[config.mk]
export PLATFORM = sky130hd
export DESIGN_NAME = ahb_master
export DESIGN_NICKNAME = d
export VERILOG_FILES = /design/src/rtl/ahb_pkg.sv /design/src/rtl/ahb_master.sv
export SDC_FILE = /design/constraint.sdc
export NUM_CORES = 1
export LEC_CHECK = 0
export BUFFER_PORTS_ARGS = -buffer_cell sky130_fd_sc_hd__buf_2
export CORE_UTILIZATION = 43
export CTS_BUF_LIST = sky130_fd_sc_hd__clkbuf_16
export CTS_CLUSTER_SIZE = 40
export DETAILED_ROUTE_END_ITERATION = 8
export PLACE_DENSITY = 0.75
export SKIP_CTS_REPAIR_TIMING = 1
export SYNTH_ARGS = -nofsm -noshare
export SYNTH_HDL_FRONTEND = slang
export SYNTH_SLANG_ARGS = --single-unit
export TNS_END_PERCENT = 30
[constraint.sdc]
create_clock -name i_clk_ahb -period 1.5 [get_ports i_clk_ahb]
set_clock_uncertainty 0.1 [all_clocks]
set_input_delay 0.3 -clock i_clk_ahb [delete_from_list [all_inputs] [get_ports i_clk_ahb]]
set_output_delay 0.3 -clock i_clk_ahb [all_outputs]
set_load 0.03 [all_outputs]
[src/rtl/ahb_pkg.sv]
// Shared AHB-Lite encodings used by the master and slave blocks.
package ahb_pkg;

  localparam logic [1:0] HTRANS_IDLE   = 2'b00;
  localparam logic [1:0] HTRANS_BUSY   = 2'b01;
  localparam logic [1:0] HTRANS_NONSEQ = 2'b10;
  localparam logic [1:0] HTRANS_SEQ    = 2'b11;

  localparam logic [2:0] HSIZE_BYTE  = 3'b000;
  localparam logic [2:0] HSIZE_HALF  = 3'b001;
  localparam logic [2:0] HSIZE_WORD  = 3'b010;
  localparam logic [2:0] HSIZE_DWORD = 3'b011;

  localparam logic [2:0] HBURST_SINGLE = 3'b000;
  localparam logic [2:0] HBURST_INCR   = 3'b001;

  localparam logic [3:0] HPROT_DATA_PRIV = 4'b0011;

endpackage

[src/rtl/ahb_master.sv]
// AHB-Lite master: address stage (A) and data stage (D), single transfers only.
// A two-cycle ERROR response parks the pending address phase and re-issues it afterwards.
module ahb_master
  import ahb_pkg::*;
#(
  parameter int DATA_WIDTH = 32,
  parameter int ADDR_WIDTH = 32
) (
  input  logic                  i_clk_ahb,
  input  logic                  i_rstn_ahb,
  input  logic                  i_valid,
  output logic                  o_ready,
  input  logic                  i_rd0_wr1,
  input  logic [ADDR_WIDTH-1:0] i_addr,
  input  logic [2:0]            i_size,
  input  logic [DATA_WIDTH-1:0] i_wr_data,
  output logic                  o_rsp_valid,
  output logic                  o_rsp_err,
  output logic [DATA_WIDTH-1:0] o_rd_data,
  output logic [1:0]            o_htrans,
  output logic [ADDR_WIDTH-1:0] o_haddr,
  output logic                  o_hwrite,
  output logic [2:0]            o_hsize,
  output logic [2:0]            o_hburst,
  output logic [3:0]            o_hprot,
  output logic                  o_hmastlock,
  output logic [DATA_WIDTH-1:0] o_hwdata,
  input  logic                  i_hready,
  input  logic                  i_hresp,
  input  logic [DATA_WIDTH-1:0] i_hrdata
);

  logic                  r_a_vld;
  logic                  r_a_write;
  logic [ADDR_WIDTH-1:0] r_a_addr;
  logic [2:0]            r_a_size;
  logic [DATA_WIDTH-1:0] r_a_wdata;
  logic                  r_d_vld;
  logic                  r_d_write;
  logic [DATA_WIDTH-1:0] r_hwdata;
  logic                  r_err_hold;
  logic                  r_rsp_valid;
  logic                  r_rsp_err;
  logic [DATA_WIDTH-1:0] r_rd_data;

  logic w_accept;
  logic w_a_adv;
  logic w_d_done;

  // err_hold blocks the A->D move during the second ERROR cycle
  assign w_a_adv  = i_hready && r_a_vld && !r_err_hold;
  assign w_d_done = i_hready && r_d_vld;
  assign o_ready  = !r_a_vld || (i_hready && !r_err_hold);
  assign w_accept = i_valid && o_ready;

  assign o_htrans    = (r_a_vld && !r_err_hold) ? HTRANS_NONSEQ : HTRANS_IDLE;
  assign o_haddr     = r_a_addr;
  assign o_hwrite    = r_a_write;
  assign o_hsize     = r_a_size;
  assign o_hburst    = HBURST_SINGLE;
  assign o_hprot     = HPROT_DATA_PRIV;
  assign o_hmastlock = 1'b0;
  assign o_hwdata    = r_hwdata;
  assign o_rsp_valid = r_rsp_valid;
  assign o_rsp_err   = r_rsp_err;
  assign o_rd_data   = r_rd_data;

  // Address fields only change on acceptance, so the bus keeps its last address when idle
  always_ff @(posedge i_clk_ahb or negedge i_rstn_ahb) begin
    if (!i_rstn_ahb) begin
      r_a_vld   <= 1'b0;
      r_a_write <= 1'b0;
      r_a_addr  <= '0;
      r_a_size  <= '0;
      r_a_wdata <= '0;
    end else if (w_accept) begin
      r_a_vld   <= 1'b1;
      r_a_write <= i_rd0_wr1;
      r_a_addr  <= i_addr;
      r_a_size  <= i_size;
      r_a_wdata <= i_wr_data;
    end else if (w_a_adv) begin
      r_a_vld   <= 1'b0;
    end
  end

  always_ff @(posedge i_clk_ahb or negedge i_rstn_ahb) begin
    if (!i_rstn_ahb) begin
      r_d_vld   <= 1'b0;
      r_d_write <= 1'b0;
      r_hwdata  <= '0;
    end else begin
      if (i_hready) r_d_vld <= r_a_vld && !r_err_hold;
      if (w_a_adv) begin
        r_d_write <= r_a_write;
        if (r_a_write) r_hwdata <= r_a_wdata;
      end
    end
  end

  // First ERROR cycle (HREADY low) arms the hold; the completing second cycle releases it
  always_ff @(posedge i_clk_ahb or negedge i_rstn_ahb) begin
    if (!i_rstn_ahb) begin
      r_err_hold <= 1'b0;
    end else if (r_d_vld && i_hresp && !i_hready) begin
      r_err_hold <= 1'b1;
    end else if (i_hready) begin
      r_err_hold <= 1'b0;
    end
  end

  always_ff @(posedge i_clk_ahb or negedge i_rstn_ahb) begin
    if (!i_rstn_ahb) begin
      r_rsp_valid <= 1'b0;
      r_rsp_err   <= 1'b0;
      r_rd_data   <= '0;
    end else if (w_d_done) begin
      r_rsp_valid <= 1'b1;
      r_rsp_err   <= i_hresp;
      r_rd_data   <= r_d_write ? '0 : i_hrdata;
    end else begin
      r_rsp_valid <= 1'b0;
      r_rsp_err   <= 1'b0;
    end
  end

endmodule

======== Word level (Yosys, flattened, before mapping) ========
Index checks and enable logic that the tools add are counted.
operators by class
  muxes and demuxes ....................... 8
  reduce and logical (&&, ||, !) cells .... 15
operators by type and width
  operator             count
  2-to-1 mux 32 bit    1
  logical AND 1 bit    8
  2-to-1 mux 1 bit     6
  nonzero test 2 bit   2
  logical NOT 1 bit    3
  2-to-1 mux 2 bit     1
  AND reduction 2 bit  1
  logical OR 1 bit     1
storage, ports and cells
  register bits ........................... 138

======== Longest topological paths before layout ========
Gate-level depths: netlist of the first run.
  depth in word-level cells ............... 5
  depth in mapped cells ................... 5

======== Least setup slack after synthesis of the first run ========
Ideal clock, no wire load.
  path type ............................... reg2reg
  from .................................... register r_err_hold
  to ...................................... register r_hwdata[10] (netlist: o_hwdata[10])
  cell stages (with the launch flop) ...... 5
  period minus slack after synthesis ...... 1.613 ns
  slack ................................... -0.113 ns
  data required time ...................... 1.275 ns
  arrival time ............................ 1.388 ns
  path through ............................ dfrtp_1 -> and2b_1 -> nand3_2 -> buf_2 -> mux2_2
on the way
  word-level cells in the longest chain between the ends .. 3
ends and longest elaborated chain
  what                           line               source
  from (decl)                    ahb_master.sv:41   logic r_err_hold;
  from (signal assigned)         ahb_master.sv:104  r_err_hold <= 1'b0;
  from (signal assigned)         ahb_master.sv:106  r_err_hold <= 1'b1;
  from (signal assigned)         ahb_master.sv:108  r_err_hold <= 1'b0;
  logical NOT 1 bit              ahb_master.sv:51   assign w_a_adv = i_hready && r_a_vld && !r_err_hold;
  logical AND 1 bit              ahb_master.sv:51
  AND reduction 2 bit (no line)  --
  to (signal assigned)           ahb_master.sv:96   if (r_a_write) r_hwdata <= r_a_wdata;
  to (decl)                      ahb_master.sv:40   logic [DATA_WIDTH-1:0] r_hwdata;
Every way passes these cells.
A chain may end at the register's enable or synchronous reset.

======== Final worst setup path of the first run ========
  from .................................... register r_err_hold
  to ...................................... output o_htrans[1]
on the way
  word-level cells in the longest chain between the ends .. 3
ends and longest elaborated chain
  what               line              source
  logical NOT 1 bit  ahb_master.sv:56  assign o_htrans = (r_a_vld && !r_err_hold) ? HTRANS_NONSEQ : HTRANS_IDLE;
  logical AND 1 bit  ahb_master.sv:56
  2-to-1 mux 2 bit   ahb_master.sv:56
  to (decl)          ahb_master.sv:20  output logic [1:0] o_htrans,
Every way passes these cells.

==> metrics.yaml, run 1 <==
layout:
  multi_input_area_mm2: 0.00176
  fin_nets: 712
  drive_gt1_share_pct: 53.6
  fillers: 945
  antennaDiodeCount: 0
  synthToLayoutAreaGrowth_pct: 37.1
  regArea_mm2: 0.00345
  instances_no_fill: 787
yosys:
  yosysWarnings: 0
  synth_compound_area_share_pct: 3.39
  ys_types: 20
  yosys.area_share.simple_pct: 7.16
  synthDominantCellAreaShare_pct: 64.5
  ys_seq_area_share_pct: 64.5
  synth.most_common_cell: "dfrtp_1"
  synthesis.area_mm2: 0.00535
  synthAdderAreaFrac_pct: 0
  synth_area_per_cell_um2: 14.0
  synth_common_cells: "dfrtp_1 (138), mux2_2 (80), nand2_1 (36)"
  synth_top_family_by_area: "multiplexers"
  synth_edf_count: 0
  ys_seq_elements: 138
  synthXorXnorAreaFrac_pct: 0
  synthFlopType: "dfrtp_1"
  async_flop_share_pct: 100
  synth_cells: 381
  synth_mux_area_share_pct: 21.0
  synth_top_area_cell: "dfrtp_1"
  synth_area_leaders: "dfrtp_1 (65%), mux2_2 (17%), mux2_1 (4.2%), nand2b_1 (4.0%), o21ai_0 (3.1%)"
hold_path:
  hp-class: "in -> reg"
sta:
  rsz0062_at_grt: "yes"
  finalHoldViolCount: 0
  finalCriticalPeriod_ns: 1.60
  fin_crit_sh_pct: 107
  fin_ws_ns: -0.102
  setup_violations: 70
  tns_ns: -4.68
  clock.fmax_mhz: 624
  whs_ns: 0.00855
  slew_violations: 0
critical_path:
  cp-end-kind: "primary output"
  r2r_slack_ns: -0.08
  crit_type: "reg -> out"
  worstPathCellList: "and2b_4, buf_6"
  slowest_stage: "dfrtp_1"
  start_kind: "flop"
  worstPathMaxFanout: 3
  cp.required_ns: 1.10
  crit_arrival_ns: 1.20
  max_stage_delay_ns: 0.38
place:
  hpwlAfterDp_mm: 7.87
  port-buffer-count: 208
  dpl.cell_count: 747
  dp_slack_ns: -0.0906
  place_congestion: 0.712
global_route:
  grt_first_pass_wirelength_mm: 18.1
  grt_use_total_pct: 18.4
  globalRouteOverflowTotal: 0
  met2_usage_pct: 29.7
  grt.busiest_layer: "met2"
  use_met3_pct: 7.23
  grt_max_degree: 66
  antenna_found_initial: 0
  grt_use_met1_pct: 21.9
  grt_pass1_vias: 3719
clock_tree:
  h-tree-depth: 4
  insertion_delay_ns: 0.41
  clk_pin_slew_ns: 0.06
  cts_sinks: 138
  cts-root-buf: "clkbuf_16"
  cts_tree: "done"
  numCtsBuffers: 17
  cts_buffer_depth: 2
detailed_routing:
  wl_per_cell_um: 14.3
  first_pass_iters: 4
  drtIter0Drc: 154
  antenna_left: 0
  drc: 0
  detail_route.wirelength_mm: 11.3
  vias_per_cell: 4.64
  vias: 3654
power_and_ir_drop:
  p_total_w: 0.0137
  power_density_mw_per_mm2: 1870
  p_leak_nw: 3.62
  max-vdd-ir-drop_uv: 1010
job:
  max_cap_viol_count: 0
status:
  violations: "negative setup slack"
  outcome: "finished, violations left"
die:
  die_w_um: 114
  initial_core_util_pct: 44.4
  die_y_um: 114
  num_rows: 40
  dieArea_mm2: 0.0129
  ios: 218
  coreArea_mm2: 0.0121
## registers in the layout, summed over array words and instances, names as in the netlist
register and flops:
r_a_wdata 32, r_err_hold 1, o_hwdata 32, o_haddr 32, o_hwrite 1, o_rsp_err 1
o_rd_data 32, r_a_vld 1, o_hsize 3, r_d_vld 1, r_d_write 1, o_rsp_valid 1
## final timing paths
kind,from,depth (start not counted),to
worst max-delay path,r_err_hold,2,o_htrans[1]
worst min register to register,o_rd_data[29],2,o_rd_data[29]
worst max register to register,r_err_hold,4,o_haddr[24]
min in group asynchronous,i_rstn_ahb,2,o_haddr[9]
worst min-delay path,i_addr[5],2,o_haddr[5]
max in group asynchronous,i_rstn_ahb,3,o_hwdata[10]
## worst max-delay path, delay by kind of cell, from the launching register on
family,cells,cell delay [ns]
buf+inv,1,0.14
simple gates,1,0.28
flops,1,0.38
## cells in the final DEF, fill, tap and decap left out, drive strengths merged
master / instances
mux2: 100
buf: 220
conb: 9
clkbuf: 17
and2b: 1
o21ai: 33
nand2b: 34
inv: 5
clkinv: 7
and3: 1
bufinv: 3
nand3: 1
nand2: 36
clkinvlp: 1
a21oi: 1
a21boi: 1
nor2: 1
nand3b: 1
dfrtp: 138
dlygate4sd3: 9
## power breakdown
part           switching, W  leakage, nW  total, W  internal [W]
Sequential         0.000552         1.66   0.00531       0.00476
Clock               0.00145        0.288   0.00400       0.00255
Combinational       0.00280         1.67   0.00438       0.00158
Total               0.00479         3.62    0.0137       0.00889
## stage by stage
step	cell area, µm²	utilization, %
after CTS	7230	59.9
after floorplan	5420	-
after detailed placement	6660	55.2
after global placement	6660	55.2
final	7340	60.8
after global routing	7340	60.8
## layer usage
layer	part of all wire [%]	vias to the layer above
met2	48	150
li1	-	1723
met1	42	1766
met4	1.6	0
met5	0	-
met3	8.6	15
## kinds of logic after synthesis
group           after synthesis
simple gates                 75
flops                       138
buf+inv                      31
mux                         100
compound gates               35
other cells                   2
## cell type report
class	count	area share (%)
multi-input combinational	219	24.0
sequential	138	47.1
clock buffer	17	5.80
timing repair buffer	229	18.3
clock inverter	14	1.91
tap	168	2.87
inverter	2	0.102
(Power assumes the default switching activity.)
==> run 2, diff against run 1 <==
--- a/config.mk
+++ b/config.mk
@@ -6,11 +6,12 @@
 export NUM_CORES = 1
 export LEC_CHECK = 0
 export BUFFER_PORTS_ARGS = -buffer_cell sky130_fd_sc_hd__buf_2
+export CAP_MARGIN = 5
 export CORE_UTILIZATION = 43
 export CTS_BUF_LIST = sky130_fd_sc_hd__clkbuf_16
 export CTS_CLUSTER_SIZE = 40
 export DETAILED_ROUTE_END_ITERATION = 8
-export PLACE_DENSITY = 0.75
+export PLACE_DENSITY = 0.81
 export SKIP_CTS_REPAIR_TIMING = 1
 export SYNTH_ARGS = -nofsm -noshare
 export SYNTH_HDL_FRONTEND = slang
==> run 2 against run 1 <==
Effect of this change: the run still ends with negative setup slack left; global-route usage up 0.28 points; total power rose by 2.3%; final cell count rose by 0.51%; fmax down 1.2%; clock power up 4%; non-clock buffer count up 3; critical endpoint is now o_haddr[6].
==> metrics.yaml, run 2 (synthesis gave the netlist of run 1 again) <==
sta:
  slew_violations: 0  # unchanged
  tns_ns: -6.98  # -2.30 ns
  finalCriticalPeriod_ns: 1.62  # +0.0195 ns
  fin_ws_ns: -0.122  # -0.0195 ns
  setup_violations: 70  # unchanged
  rsz0062_at_grt: "yes"
  clock.fmax_mhz: 617  # -1.2%
  whs_ns: 0.00434  # -0.00421 ns
  fin_crit_sh_pct: 108  # +1.3 points
  finalHoldViolCount: 0  # unchanged
die:
  coreArea_mm2: 0.0121  # unchanged
  ios: 218  # unchanged
  initial_core_util_pct: 44.4  # unchanged
  die_w_um: 114  # unchanged
  num_rows: 40  # unchanged
  die_y_um: 114  # unchanged
  dieArea_mm2: 0.0129  # unchanged
critical_path:
  crit_arrival_ns: 1.81  # +0.61 ns
  crit_type: "reg -> reg"
  start_kind: "flop"
  worstPathMaxFanout: 13  # +10
  timing.rr.start: "r_err_hold"
  critPathLaunch: "r_err_hold"
  cp.required_ns: 1.68  # +0.58 ns
  r2r_slack_ns: -0.12  # -0.04 ns
  worst-r2r-cell-count: 5  # +1
  cp-end-kind: "flop"
detailed_routing:
  vias: 3690  # +0.99%
  drc: 0  # unchanged
  wl_met3_mm: 1.01  # +4.8%
  top_layer: "met5"
  detail_route.wirelength_mm: 12.5  # +11%
  wl_met1_mm: 5.05  # +7.2%
  vias_per_cell: 4.66  # +0.47%
  met2_length_mm: 6.25  # +16%
  first_pass_iters: 4  # unchanged
  wl_per_cell_um: 15.8  # +10%
  antenna_left: 0  # unchanged
  drtIter0Drc: 127  # -18%
clock_tree:
  cts_tree: "done"
  cts_buffer_depth: 2  # unchanged
  insertion_delay_ns: 0.40  # about the same
  clk_pin_slew_ns: 0.06  # about the same
  cts_sinks: 138  # unchanged
  h-tree-depth: 4  # unchanged
  numCtsBuffers: 17  # unchanged
  cts-root-buf: "clkbuf_16"
global_route:
  grt_max_degree: 66  # unchanged
  antenna_found_initial: 1  # +1
  grt_first_pass_wirelength_mm: 18.2  # +0.49%
  globalRouteOverflowTotal: 0  # unchanged
  grt_pass1_vias: 3760  # +1.1%
  grt_use_total_pct: 18.7  # +0.28 points
status:
  violations: "negative setup slack"
  outcome: "finished, violations left"
layout:
  drive_gt1_share_pct: 55.7  # +2.1 points
  regArea_mm2: 0.00346  # about the same
  fillers: 943  # -0.21%
  final_core_util_pct: 62.1  # +1.3 points
  antennaDiodeCount: 0  # unchanged
  fin_nets: 715  # +0.42%
  mostFrequentLayoutCells: "buf_2 (204), dfrtp_1 (135), mux2_2 (67)"
  mostFrequentLayoutCell: "buf_2"
  multi_input_area_mm2: 0.00181  # +3.0%
  synthToLayoutAreaGrowth_pct: 40.1
place:
  place_congestion: 0.732  # +2.9%
  port-buffer-count: 208  # unchanged
  dp_slack_ns: -0.134  # -0.0434 ns
  hpwlAfterDp_mm: 8.41  # +6.8%
power_and_ir_drop:
  max-vdd-ir-drop_uv: 1220  # +21%
  p_total_w: 0.0140  # +2.3%
  sequentialPowerShare_pct: 38.1  # -0.7 points
  power_density_mw_per_mm2: 1870  # +0.17%
  comb_power_share_pct: 32.3  # +0.3 points
  clockPowerShare_pct: 29.7  # +0.5 points
  p_leak_nw: 3.74  # +3.3%
  swShare_pct: 34.6  # -0.43 points
  power_switching_w: 0.00485  # +1.1%
  p_int_w: 0.00916  # +3.0%
hold_path:
  hp-start: "i_valid"
  hp-class: "in -> reg"
  holdPathStages: 2  # unchanged
job:
  max_cap_viol_count: 0  # unchanged
[run 2: changes by cell type in the layout (fill, tap and decap cells not counted), moves of 2 or more]
cell           change
buf_6              +2
clkbuf_16          +3
mux2_1             -2
buf_4              +5
mux2_2            -12
dlygate4sd3_1      -8
dfrtp_2            +2
dfrtp_1            -2
mux2_4            +14
[run 2: routing by layer]
layer,vias up,track usage (%)
li1,1730,-
met1,1795,21.1
met2,149,31.6
met3,14,7.23
met4,2,8.16
met5,-,0
[run 2: through the flow]
stage / cell area, µm² / std cells
2_1_floorplan: 5420 / 388
3_3_place_gp: 6660 / 750
3_5_place_dp: 6660 / 750
4_1_cts: 7250 / 782
5_1_grt: 7490 / 791
6_report: 7490 / 791
[run 2: final timing paths]
kind                                      end
worst max register to register     o_haddr[6]
worst min-delay path                  r_a_vld
worst min register to register  o_rd_data[21]
min in group asynchronous          o_haddr[5]
worst max-delay path               o_haddr[6]
max in group asynchronous        o_rd_data[6]
[run 2: final cells by class]
cell class	instances	area share [%]
clock buffers	17	5.68
flip-flops and latches	138	46.1
clock inverters	15	2.22
multi-input cells	219	24.2
well taps	168	2.80
repair buffers	232	18.9
inverters	2	0.100
[run 2: worst max-delay path, stage by stage, from the launching register on]
cell	delay, ns
dfrtp_1	0.39
nand2b_4	0.16
a21boi_4	0.19
buf_12	0.16
buf_12	0.16
mux2_1	0.33
[run 2: power by group through the flow]
stage | combinational, W | clock (W) | sequential [W]
6_report | 0.00452 | 0.00415 | 0.00533
3_5_place_dp | 0.00439 | 0 | 0.00538
4_1_cts | 0.00441 | 0.00427 | 0.00533
3_3_place_gp | 0.00428 | 0 | 0.00529
2_1_floorplan | 0.00125 | 0 | 0.00702
5_1_grt | 0.00478 | 0.00441 | 0.00547
==> run 3, diff against run 2 <==
--- a/config.mk
+++ b/config.mk
@@ -13,6 +13,7 @@
 export DETAILED_ROUTE_END_ITERATION = 8
 export PLACE_DENSITY = 0.81
 export SKIP_CTS_REPAIR_TIMING = 1
+export SKIP_LAST_GASP = 1
 export SYNTH_ARGS = -nofsm -noshare
 export SYNTH_HDL_FRONTEND = slang
 export SYNTH_SLANG_ARGS = --single-unit
==> run 3 against run 2 <==
Effect of this change: the flow still finishes with violations (negative setup slack); setup slack worse by 0.0082 ns; register-to-register slack barely moved; fmax decreased by 0.50%; flip-flop and latch count stayed put; first-iteration DRC count grew 20%; sequential power about the same; combinational power is essentially flat; global-route usage unchanged; clock power barely moved; hold slack gained 0.00085 ns; critical path depth did not move; count of clock-buffer cells in the layout did not move; highest routed layer unchanged.
==> metrics.yaml, run 3 (synthesis gave the netlist of run 1 again) <==
layout:
  instances_no_fill: 791  # unchanged
  drive_gt1_share_pct: 55.4  # -0.32 points
  mostFrequentLayoutCells: "buf_2 (205), dfrtp_1 (137), mux2_2 (67)"
  mostFrequentLayoutCell: "buf_2"
  antennaDiodeCount: 0  # unchanged
  fin_nets: 715  # unchanged
  synthToLayoutAreaGrowth_pct: 39.9
place:
  hpwlAfterDp_mm: 8.41  # unchanged
  port-buffer-count: 208  # unchanged
  place_congestion: 0.732  # unchanged
  dpl.cell_count: 750  # unchanged
clock_tree:
  cts_tree: "done"
  h-tree-depth: 4  # unchanged
  clk_pin_slew_ns: 0.06  # about the same
  insertion_delay_ns: 0.40  # about the same
  cts_buffer_depth: 2  # unchanged
  numCtsBuffers: 17  # unchanged
  cts-root-buf: "clkbuf_16"
  cts_sinks: 138  # unchanged
sta:
  relSlewSlack_pct: 49.2
  rsz0062_at_grt: "yes"
  slew_violations: 0  # unchanged
  finalCriticalPeriod_ns: 1.63  # +0.00818 ns
  clock.fmax_mhz: 614  # -0.50%
  setup_violations: 81  # +16%
  worstMarginPinSlew_ns: 0.762
  fin_crit_sh_pct: 109  # +0.55 points
  fin_ws_ns: -0.130  # -0.00818 ns
  finalHoldViolCount: 0  # unchanged
detailed_routing:
  vias_per_cell: 4.67  # +0.14%
  vias: 3695  # +0.14%
  antenna_left: 0  # unchanged
  drc: 0  # unchanged
  wl_per_cell_um: 15.8  # about the same
  first_pass_iters: 4  # unchanged
  detail_route.wirelength_mm: 12.5  # about the same
  drtIter0Drc: 152  # +20%
global_route:
  grt_pass1_vias: 3760  # unchanged
  grt_use_total_pct: 18.7  # unchanged
  grt_first_pass_wirelength_mm: 18.2  # unchanged
  globalRouteOverflowTotal: 0  # unchanged
  antenna_found_initial: 1  # unchanged
  grt_max_degree: 66  # unchanged
critical_path:
  r2r_slack_ns: -0.13  # about the same
  r2r-end: "o_haddr[6]"
  worstPathMaxFanout: 13  # unchanged
  worstPathCellList: "nand2b_4, a21boi_4, buf_12, buf_12, mux2_1"
  crit_type: "reg -> reg"
  crit_arrival_ns: 1.81  # about the same
  worst-r2r-cell-count: 5  # unchanged
  timing.rr.start: "r_err_hold"
  path_buf_inv: 2  # unchanged
  slowest_stage: "dfrtp_1"
  cp.required_ns: 1.68  # about the same
  start_kind: "flop"
  cp-end-kind: "flop"
  max_stage_delay_ns: 0.39  # about the same
  crit_top_cell: "buf_12"
  critPathTopFamily: "flip-flops"
die:
  coreArea_mm2: 0.0121  # unchanged
  dieArea_mm2: 0.0129  # unchanged
  die_y_um: 114  # unchanged
  die_w_um: 114  # unchanged
  num_rows: 40  # unchanged
  ios: 218  # unchanged
  initial_core_util_pct: 44.4  # unchanged
hold_path:
  hp-class: "in -> reg"
  hold_end: "r_a_vld"
  holdPathStages: 2  # unchanged
  hp-start: "i_valid"
job:
  max_cap_viol_count: 0  # unchanged
status:
  violations: "negative setup slack"
  outcome: "finished, violations left"
power_and_ir_drop:
  power_density_mw_per_mm2: 1870  # +0.10%
  p_total_w: 0.0140  # about the same
  max-vdd-ir-drop_uv: 1230  # +0.65%
  p_leak_nw: 3.74  # about the same
==> run 3: cell count changes in the layout (fill, tap and decap cells not counted) <==
cell	previous run	this run
dfrtp_2	3	1
clkbuf_4	1	0
dfrtp_1	135	137
buf_8	0	1
buf_12	9	8
buf_2	204	205
==> run 3: how the worst max path moves through the flow <==
| stage | from | to | cells past startpoint |
|---|---|---|---|
| floorplan | r_err_hold | o_haddr[0] | 5 |
| global placement | r_err_hold | r_a_wdata[11] | 4 |
| detailed placement | r_err_hold | o_haddr[2] | 4 |
| CTS | r_err_hold | o_ready | 3 |
| global route | r_err_hold | o_hsize[1] | 5 |
| finish | r_err_hold | o_haddr[6] | 5 |
==> run 3: routing by layer <==
| metal | global-route usage (%) | share of wire, % |
|---|---|---|
| met1 | 21.1 | 41 |
| met2 | 31.6 | 50 |
| met3 | 7.23 | 8.3 |
| met4 | 8.16 | 1.2 |
| met5 | 0 | 0.088 |
==> run 3: report_power, final <==
group | internal (W) | leakage (nW) | switching [W] | total, W
clock | 0.00272 | 0.308 | 0.00143 | 0.00416
sequential | 0.00476 | 1.66 | 0.000567 | 0.00533
combinational | 0.00167 | 1.77 | 0.00285 | 0.00452
total | 0.00916 | 3.74 | 0.00485 | 0.0140
==> run 3: area by class of cell <==
type,instances,area [µm²]
fill,943,4580
sequential,138,3450
multi-input combinational,219,1810
timing repair buffer,232,1410
clock buffer,17,425
tap,168,210
clock inverter,15,166
inverter,2,7.51
==> run 3: stage by stage <==
step	utilization (%)	hold slack, ns	worst slack (ns)	instance area [µm²]	TNS [ns]
3_5_place_dp	55.2	0.139	-0.134	6660	-7.26
2_1_floorplan	-	-0.0956	-0.0192	5420	-0.385
3_3_place_gp	55.2	0.133	-0.0727	6660	-3.82
5_1_grt	62.1	-0.00346	-0.170	7480	-11.84
4_1_cts	60.1	-0.302	-0.219	7250	-9.50
6_report	62.1	0.00519	-0.130	7480	-7.95
